**config.mk**
```make
export PLATFORM = sky130hd
export DESIGN_NAME = reg_file_mp_flat
export DESIGN_NICKNAME = d
export VERILOG_FILES = /design/src/rtl/reg_file_mp_if.sv /design/src/rtl/reg_file_mp.sv /design/src/flat_wrapper.sv
export SDC_FILE = /design/constraint.sdc
export NUM_CORES = 2
export LEC_CHECK = 0
export CAP_MARGIN = 40
export CORE_MARGIN = 2
export CORE_UTILIZATION = 60
export CTS_BUF_LIST = sky130_fd_sc_hd__clkbuf_4 sky130_fd_sc_hd__clkbuf_8
export DETAILED_ROUTE_END_ITERATION = 6
export GPL_ROUTABILITY_DRIVEN = 0
export PLACE_DENSITY_LB_ADDON = 0.08
export RECOVER_POWER = 25
export SYNTH_ARGS = -nofsm -noshare
export SYNTH_HDL_FRONTEND = slang
export SYNTH_SLANG_ARGS = --single-unit
```
**constraint.sdc**
```tcl
create_clock -name clk -period 6.4 [get_ports clk]
set_clock_uncertainty 0.2 [all_clocks]
set_input_delay 1.6 -clock clk [delete_from_list [all_inputs] [get_ports clk]]
set_output_delay 1.6 -clock clk [all_outputs]
set_load 0.02 [all_outputs]
```
**src/rtl/reg_file_mp_if.sv**
```systemverilog
// Bus interface for reg_file_mp: read selects/data, req/ack write ports, init status.
// The requester side uses the master modport and the register file uses the slave modport.
interface reg_file_mp_if #(
    parameter int NUM_REGS     = 32,
    parameter int DATA_WIDTH   = 32,
    parameter int NUM_RD_PORTS = 2,
    parameter int NUM_WR_PORTS = 2
);
    localparam int SEL_W = $clog2(NUM_REGS);

    logic [NUM_RD_PORTS*SEL_W-1:0]      rd_sel;
    logic [NUM_RD_PORTS*DATA_WIDTH-1:0] rd_data;
    logic [NUM_WR_PORTS-1:0]            wr_req;
    logic [NUM_WR_PORTS*SEL_W-1:0]      wr_sel;
    logic [NUM_WR_PORTS*DATA_WIDTH-1:0] wr_data;
    logic [NUM_WR_PORTS-1:0]            wr_ack;
    logic                               init_done;

    modport master (
        output rd_sel, wr_req, wr_sel, wr_data,
        input  rd_data, wr_ack, init_done
    );

    modport slave (
        input  rd_sel, wr_req, wr_sel, wr_data,
        output rd_data, wr_ack, init_done
    );
endinterface

```
**src/rtl/reg_file_mp.sv**
```systemverilog
// Multi-port register file with priority write arbitration, hardwired-zero r0 and post-reset clear.
// Define REG_FILE_MP_BYPASS_EN to forward same-cycle granted write data onto matching read ports.
module reg_file_mp #(
    parameter int NUM_REGS     = 32,
    parameter int DATA_WIDTH   = 32,
    parameter int NUM_RD_PORTS = 2,
    parameter int NUM_WR_PORTS = 2
) (
    input  logic             clk,
    input  logic             rst,
    reg_file_mp_if.slave     bus
);
    localparam int SEL_W = $clog2(NUM_REGS);

    typedef enum logic {ST_CLEAR, ST_RUN} state_t;

    state_t                  state_q, state_d;
    logic [SEL_W-1:0]        cnt_q, cnt_d;
    logic                    init_done_q, init_done_d;
    logic [NUM_WR_PORTS-1:0] wr_ack_q, wr_ack_d;
    logic [NUM_WR_PORTS-1:0] elig, grant;

    logic [DATA_WIDTH-1:0]   regs_q [NUM_REGS];
    logic [SEL_W-1:0]        wsel   [NUM_WR_PORTS];
    logic [DATA_WIDTH-1:0]   wdata  [NUM_WR_PORTS];
    logic [SEL_W-1:0]        rsel   [NUM_RD_PORTS];
    logic [DATA_WIDTH-1:0]   rval   [NUM_RD_PORTS];
    logic [NUM_RD_PORTS*DATA_WIDTH-1:0] rd_data_c;

    always_comb begin
        for (int unsigned i = 0; i < NUM_WR_PORTS; i++) begin
            wsel[i]  = bus.wr_sel[i*SEL_W +: SEL_W];
            wdata[i] = bus.wr_data[i*DATA_WIDTH +: DATA_WIDTH];
        end
        for (int unsigned p = 0; p < NUM_RD_PORTS; p++) begin
            rsel[p] = bus.rd_sel[p*SEL_W +: SEL_W];
        end
    end

    // A port whose ack is showing is ineligible, so a held request cannot win twice
    // and a same-register loser gets through on the winner's ack cycle.
    always_comb begin
        elig  = bus.wr_req & ~wr_ack_q;
        grant = '0;
        for (int unsigned i = 0; i < NUM_WR_PORTS; i++) begin
            grant[i] = elig[i] && (state_q == ST_RUN);
            for (int unsigned j = 0; j < i; j++) begin
                if (elig[j] && (wsel[j] == wsel[i])) begin
                    grant[i] = 1'b0;
                end
            end
        end
    end

    always_comb begin
        state_d     = state_q;
        cnt_d       = cnt_q;
        init_done_d = init_done_q;
        wr_ack_d    = '0;
        case (state_q)
            ST_CLEAR: begin
                cnt_d = cnt_q + SEL_W'(1);
                if (cnt_q == SEL_W'(NUM_REGS - 1)) begin
                    state_d     = ST_RUN;
                    init_done_d = 1'b1;
                end
            end
            ST_RUN: begin
                wr_ack_d = grant;
            end
            default: begin
                state_d = ST_CLEAR;
            end
        endcase
    end

    always_ff @(posedge clk or posedge rst) begin
        if (rst) begin
            state_q     <= ST_CLEAR;
            cnt_q       <= SEL_W'(1);
            init_done_q <= 1'b0;
            wr_ack_q    <= '0;
        end else begin
            state_q     <= state_d;
            cnt_q       <= cnt_d;
            init_done_q <= init_done_d;
            wr_ack_q    <= wr_ack_d;
        end
    end

    // r0 may be written but is masked on read; grants never collide on one register.
    always_ff @(posedge clk) begin
        if (state_q == ST_CLEAR) begin
            regs_q[cnt_q] <= '0;
        end else begin
            for (int unsigned i = 0; i < NUM_WR_PORTS; i++) begin
                if (grant[i]) begin
                    regs_q[wsel[i]] <= wdata[i];
                end
            end
        end
    end

    always_comb begin
        rd_data_c = '0;
        for (int unsigned p = 0; p < NUM_RD_PORTS; p++) begin
            rval[p] = '0;
            if (init_done_q && (rsel[p] != '0)) begin
                rval[p] = regs_q[rsel[p]];
`ifdef REG_FILE_MP_BYPASS_EN
                for (int unsigned i = 0; i < NUM_WR_PORTS; i++) begin
                    if (grant[i] && (wsel[i] == rsel[p])) begin
                        rval[p] = wdata[i];
                    end
                end
`else
`endif
            end
            rd_data_c[p*DATA_WIDTH +: DATA_WIDTH] = rval[p];
        end
    end

    assign bus.rd_data   = rd_data_c;
    assign bus.wr_ack    = wr_ack_q;
    assign bus.init_done = init_done_q;
endmodule

```
**src/flat_wrapper.sv**
```systemverilog
// flat-port wrapper written by rule: the top's interface ports become plain ports
module reg_file_mp_flat 
#(
    parameter int NUM_REGS     = 32,
    parameter int DATA_WIDTH   = 32,
    parameter int NUM_RD_PORTS = 2,
    parameter int NUM_WR_PORTS = 2
)
  (clk, rst, bus_rd_sel, bus_wr_req, bus_wr_sel, bus_wr_data, bus_rd_data, bus_wr_ack, bus_init_done);
  reg_file_mp_if #(.NUM_REGS(NUM_REGS), .DATA_WIDTH(DATA_WIDTH), .NUM_RD_PORTS(NUM_RD_PORTS), .NUM_WR_PORTS(NUM_WR_PORTS)) bus_i ();
  input  logic clk;
  input  logic rst;
  input wire logic [$bits(bus_i.rd_sel)-1:0] bus_rd_sel;
  input wire logic [$bits(bus_i.wr_req)-1:0] bus_wr_req;
  input wire logic [$bits(bus_i.wr_sel)-1:0] bus_wr_sel;
  input wire logic [$bits(bus_i.wr_data)-1:0] bus_wr_data;
  output wire logic [$bits(bus_i.rd_data)-1:0] bus_rd_data;
  output wire logic [$bits(bus_i.wr_ack)-1:0] bus_wr_ack;
  output wire logic [$bits(bus_i.init_done)-1:0] bus_init_done;
  assign bus_i.rd_sel = bus_rd_sel;
  assign bus_i.wr_req = bus_wr_req;
  assign bus_i.wr_sel = bus_wr_sel;
  assign bus_i.wr_data = bus_wr_data;
  assign bus_rd_data = bus_i.rd_data;
  assign bus_wr_ack = bus_i.wr_ack;
  assign bus_init_done = bus_i.init_done;
  reg_file_mp #(.NUM_REGS(NUM_REGS), .DATA_WIDTH(DATA_WIDTH), .NUM_RD_PORTS(NUM_RD_PORTS), .NUM_WR_PORTS(NUM_WR_PORTS)) u_core (.clk(clk), .rst(rst), .bus(bus_i));
endmodule
```
Word level (Yosys, flattened, before mapping)
Memory sizes are Yosys's and may differ from the RTL's. Index checks and enable logic that the tools add are counted.

Output and inout port bits: 67. Memories: 1. Bits in writable memories: 1024. Input bits: 88. Bits in latches: 0. ROM bits: 0. Flip-flop bits (word level): 9.

Bitwise operators: 3. Reduce and logical (&&, ||, !) cells: 9. Shift operators: 0. $lt $le $gt $ge: 0. Div/mod/pow operators: 0. Add/subtract/negate cells: 1. Eq/ne operators: 2. Multiplexer cells: 16. Multipliers: 0.

Memory list: u_core.regs_q (depth 32, width 32, rd ports 2, clocked after Yosys merged registers in 0, write ports 2, RTL line reg_file_mp.sv:23) `logic [DATA_WIDTH-1:0] regs_q [NUM_REGS];`.

Operator list (number): two-way mux 32 bit (3); OR reduction 32 bit (1); two-way mux 1 bit (11); nonzero test 5 bit (2); adder 5 x 1 -> 5 bit, second input constant (1); equality test 5 bit (1); equality test 5 bit, second input constant (1); logical AND 1 bit (5); two-way mux 5 bit (1); bitwise AND 2 bit (1); two-way mux 2 bit (1); NOT 2 bit (1); AND reduction 2 bit (1); NOT 1 bit (1).

Longest topological paths before layout
Depth after elaboration: 8. Gate-level depth with buffers: 9.

Worst setup path after synthesis
OpenSTA, ideal clock, no wires.

Path kind: input to register. Start point: in bus_wr_req[0]. End point: mem u_core.regs_q[26][0] (enable). Setup time: 0.466 ns. Data required time: 5.734 ns. Buffers on the path: 3. Stages: 7. Data arrival time: 5.057 ns. Setup slack: 0.678 ns. Cells stage by stage: and3b_1 buf_2 buf_2 buf_1 mux2i_1 nand2_1 o21ai_0.

RTL lines: start: declaration (RTL line flat_wrapper.sv:14) `input wire logic [$bits(bus_i.wr_req)-1:0] bus_wr_req;`; end: declaration (RTL line reg_file_mp.sv:23).

==> metrics.csv <==
metric;value;unit
cts_tree;yes;
synthesis.instances;4309;
first_pass_iters;7;
cts_htree_levels;4;
cts_setup_buffers;0;
worst_skew_pair.late_latency;910;ps
post_synth_main_area_contributors;sky130_fd_sc_hd__edfxtp_1, sky130_fd_sc_hd__mux2_2, sky130_fd_sc_hd__mux4_2;
slowest_delay;1190;ps
place.port_buffers;154;
post_cts_repair_resize_count;0;
tritoncts_num_sinks;1033;
grt_first_pass_wirelength;314000;µm
total_clock_buffers_created_by_cts;176;
final_net_count;4484;
die_w;324;µm
rsz0062_at_grt;no;
top_layer_used;met5;
routedWlPerCell;38.3;µm
timing.critical_path.max_delay_family;buffers and inverters;
fillers;7121;
cp_slowest_cell;sky130_fd_sc_hd__clkbuf_1;
syn_to_final_growth;13.0;%
syn_nets;4399;
power.density_cell_area;223;nW/µm²
failing_checks;design-rule violations, max-capacitance violations, max-slew violations;
num_io_pins;155;
first_global_vias;44100;
core-area;102000;µm²
routed-wl-met2;102000;µm
top_ff_cell_synth;sky130_fd_sc_hd__edfxtp_1;
synth_area_per_cell;14.3;µm²
switching_share;26.4;%
final_common_cell;sky130_fd_sc_hd__edfxtp_1;
floorplan.initialDensity;60.5;%
grt_max_degree;58;
detail-route-antenna-nets;0;
path_cells;dlygate4sd3_1 > xnor2_1 > nand4_1 > buf_4 > o21ai_0 > clkbuf_1 > o21ai_0 > clkbuf_1 > clkbuf_2;
timing.final.crit_share;97.8;%
most_frequent_cells_in_the_layout;sky130_fd_sc_hd__edfxtp_1, sky130_fd_sc_hd__mux2_2, sky130_fd_sc_hd__mux2i_1;
gr-usage-all-layers;42.9;%
status;finished with violations;
final.hold.worst_slack;312;ps
met1_length;77300;µm
cts-root-to-sink-buffers;3;
critical_path_class;in -> reg;
ys_warn_count;0;
worstSetupStartpointType;input pin;
timing.critical_path.fanout_max;19;
maximum_clock_frequency;160;MHz
cp_num_buf_inv;5;
synth.yosys.seq_area_share;50.3;%
clock_power_share;37.5;%
synth-async-reset-ratio;0.871;%
routed_via_density;7.48;
synth-edff-count;1024;
timing_max_transition_violations_final;509;
setup.worst_path.end_class;flop;
post_synth_top_area_share;50.0;%
static-leakage-power;0.0254;µW
ir_drop;0.205;mV
total_wirelength;226000;µm
detail_route.iter0.violations;7360;
met3WireLength;29300;µm
drc;1;
cts-hold-fix-buffers;0;
routed-via-count;44100;
post_synth_num_cell_types;59;
overflow;0;
p_sw;4100;µW
syn-cell-area;61600;µm²
final_hold_viol_count;0;
place_hpwl;135000;µm
report.final.setup_viol;0;
antenna_violations_before_repair;10;
postSynthRegisterBits;1033;
combinationalPowerShare;13.9;%
synth_top_area_cell;sky130_fd_sc_hd__edfxtp_1;
drive_above_1_share;40.8;%
die_height;324;µm
std_cell_rows;117;
critPathRequiredTime;6700;ps
setup_tns;0;ps
cp.arrival;6560;ps
clkTransAtPathRegs;70;ps
relative_max_transition_margin;-131;%
min-delay-path-class;reg -> reg;
internal_dissipation;11400;µW
dieArea;105000;µm²
clock_tree.root_cell;sky130_fd_sc_hd__clkbuf_8;
final.min_clock_period;6260;ps
timing_worst_slew_pin_value;3420;ps
p_seq_share;48.6;%
timing.max_cap.violations;31;
==> power groups by stage <==
stage	clock network, µW	logic, µW	registers, µW
4_1_cts	5830	2130	7550
6_report	5830	2160	7560
5_1_grt	6120	2220	7560
2_1_floorplan	0	1270	7690
3_3_place_gp	0	2010	7690
3_5_place_dp	0	2120	7690
==> worst reg2reg max path: stages (launching register included) <==
cell and delay [ps]:
sky130_fd_sc_hd__dfrtp_1 550, sky130_fd_sc_hd__and3b_1 630, sky130_fd_sc_hd__mux2i_1 290, sky130_fd_sc_hd__nand2_1 240
sky130_fd_sc_hd__o21ai_0 2610, sky130_fd_sc_hd__buf_4 620
==> final cells by class <==
cell class,instances,area [µm²],share of cell area (%)
repair buffers,444,4760,6.84
inverters,4,15.0,0.0216
flip-flops and latches,1033,31000,44.5
clock buffers,232,2870,4.12
well taps,1368,1710,2.46
multi-input cells,2735,28800,41.4
clock inverters,81,434,0.624
diodes,4,10.0,0.0144
==> state kept, by name, summed over array words and instances, names as in the netlist <==
| name | flops |
|---|---|
| u_core.cnt_q | 5 |
| u_core.bus.wr_ack | 2 |
| u_core.state_q | 1 |
| u_core.regs_q | 1024 |
| u_core.bus.init_done | 1 |
==> worst paths after layout <==
| path | startpoint | end | slack (ps) | cells after the start |
|---|---|---|---|---|
| worst max-delay path | bus_wr_sel[9] | u_core.regs_q[23][5]$_DFFE_PP_ | 140 | 9 |
| worst min-delay path | u_core.bus.wr_ack[1]$_DFF_PP0_ | u_core.bus.wr_ack[1]$_DFF_PP0_ | 310 | 1 |
| worst max register to register | u_core.state_q$_DFF_PP0_ | u_core.regs_q[27][19]$_DFFE_PP_ | 900 | 5 |
| worst min register to register | u_core.bus.wr_ack[1]$_DFF_PP0_ | u_core.bus.wr_ack[1]$_DFF_PP0_ | 310 | 1 |
| max in group asynchronous | rst | u_core.cnt_q[0]$_DFFE_PP1N_ | 4810 | 2 |
| min in group asynchronous | rst | u_core.bus.init_done$_DFFE_PP0P_ | 870 | 2 |
==> stage by stage <==
| stage | instances | util [%] | setup WS [ps] | area, µm² | power, µW |
|---|---|---|---|---|---|
| after global routing | 5898 | 68.4 | 200 | 69600 | 15900 |
| after detailed placement | 5583 | 65.9 | 369 | 67100 | 9820 |
| after floorplan | 4309 | - | 678 | 61600 | 8950 |
| final | 5901 | 68.4 | 141 | 69600 | 15500 |
| after global placement | 5499 | 64.4 | 360 | 65600 | 9700 |
| after CTS | 5896 | 69.2 | 351 | 70400 | 15500 |
==> synthesized netlist by cell type, drive strengths merged, types with 2 or more instances <==
library cell and number:
or4b 3, nand3b 2, mux2i 523, a22oi 226, nand4b 4, buf 202, nor3b 5, and3 26
a22o 32, nor3 6, o22ai 9, a21oi 99, nor4bb 7, o21ai 34, a21o 2, clkbuf 335
nand3 139, and4b 4, a211oi 6, mux4 252, xnor2 8, nand2b 5, ha 2, nand4 66
a32oi 7, edfxtp 1024, dfrtp 8, o21bai 6, inv 4, nor2b 10, nand2 113, nor2 25
mux2 1027, and2 39, a31oi 36
==> cells by family after synthesis <==
group / after synthesis / synth area share [%]
xor gates and xnor gates: 8 / 0.114
muxes: 1802 / 36.5
adders and majority gates: 2 / 0.0406
buffers and inverters: 541 / 3.78
DFF: 1033 / 50.3
and+or+nand+nor: 463 / 4.01
AOI/OAI and AO/OA: 460 / 5.22
==> layer usage <==
metal | vias to the layer above | GRT usage [%]
met5 | - | 0
met4 | 6 | 29.0
met3 | 956 | 11.3
met2 | 3597 | 65.6
met1 | 22200 | 54.0
li1 | 17400 | -
Note: power is estimated with default switching activity, not from simulation.
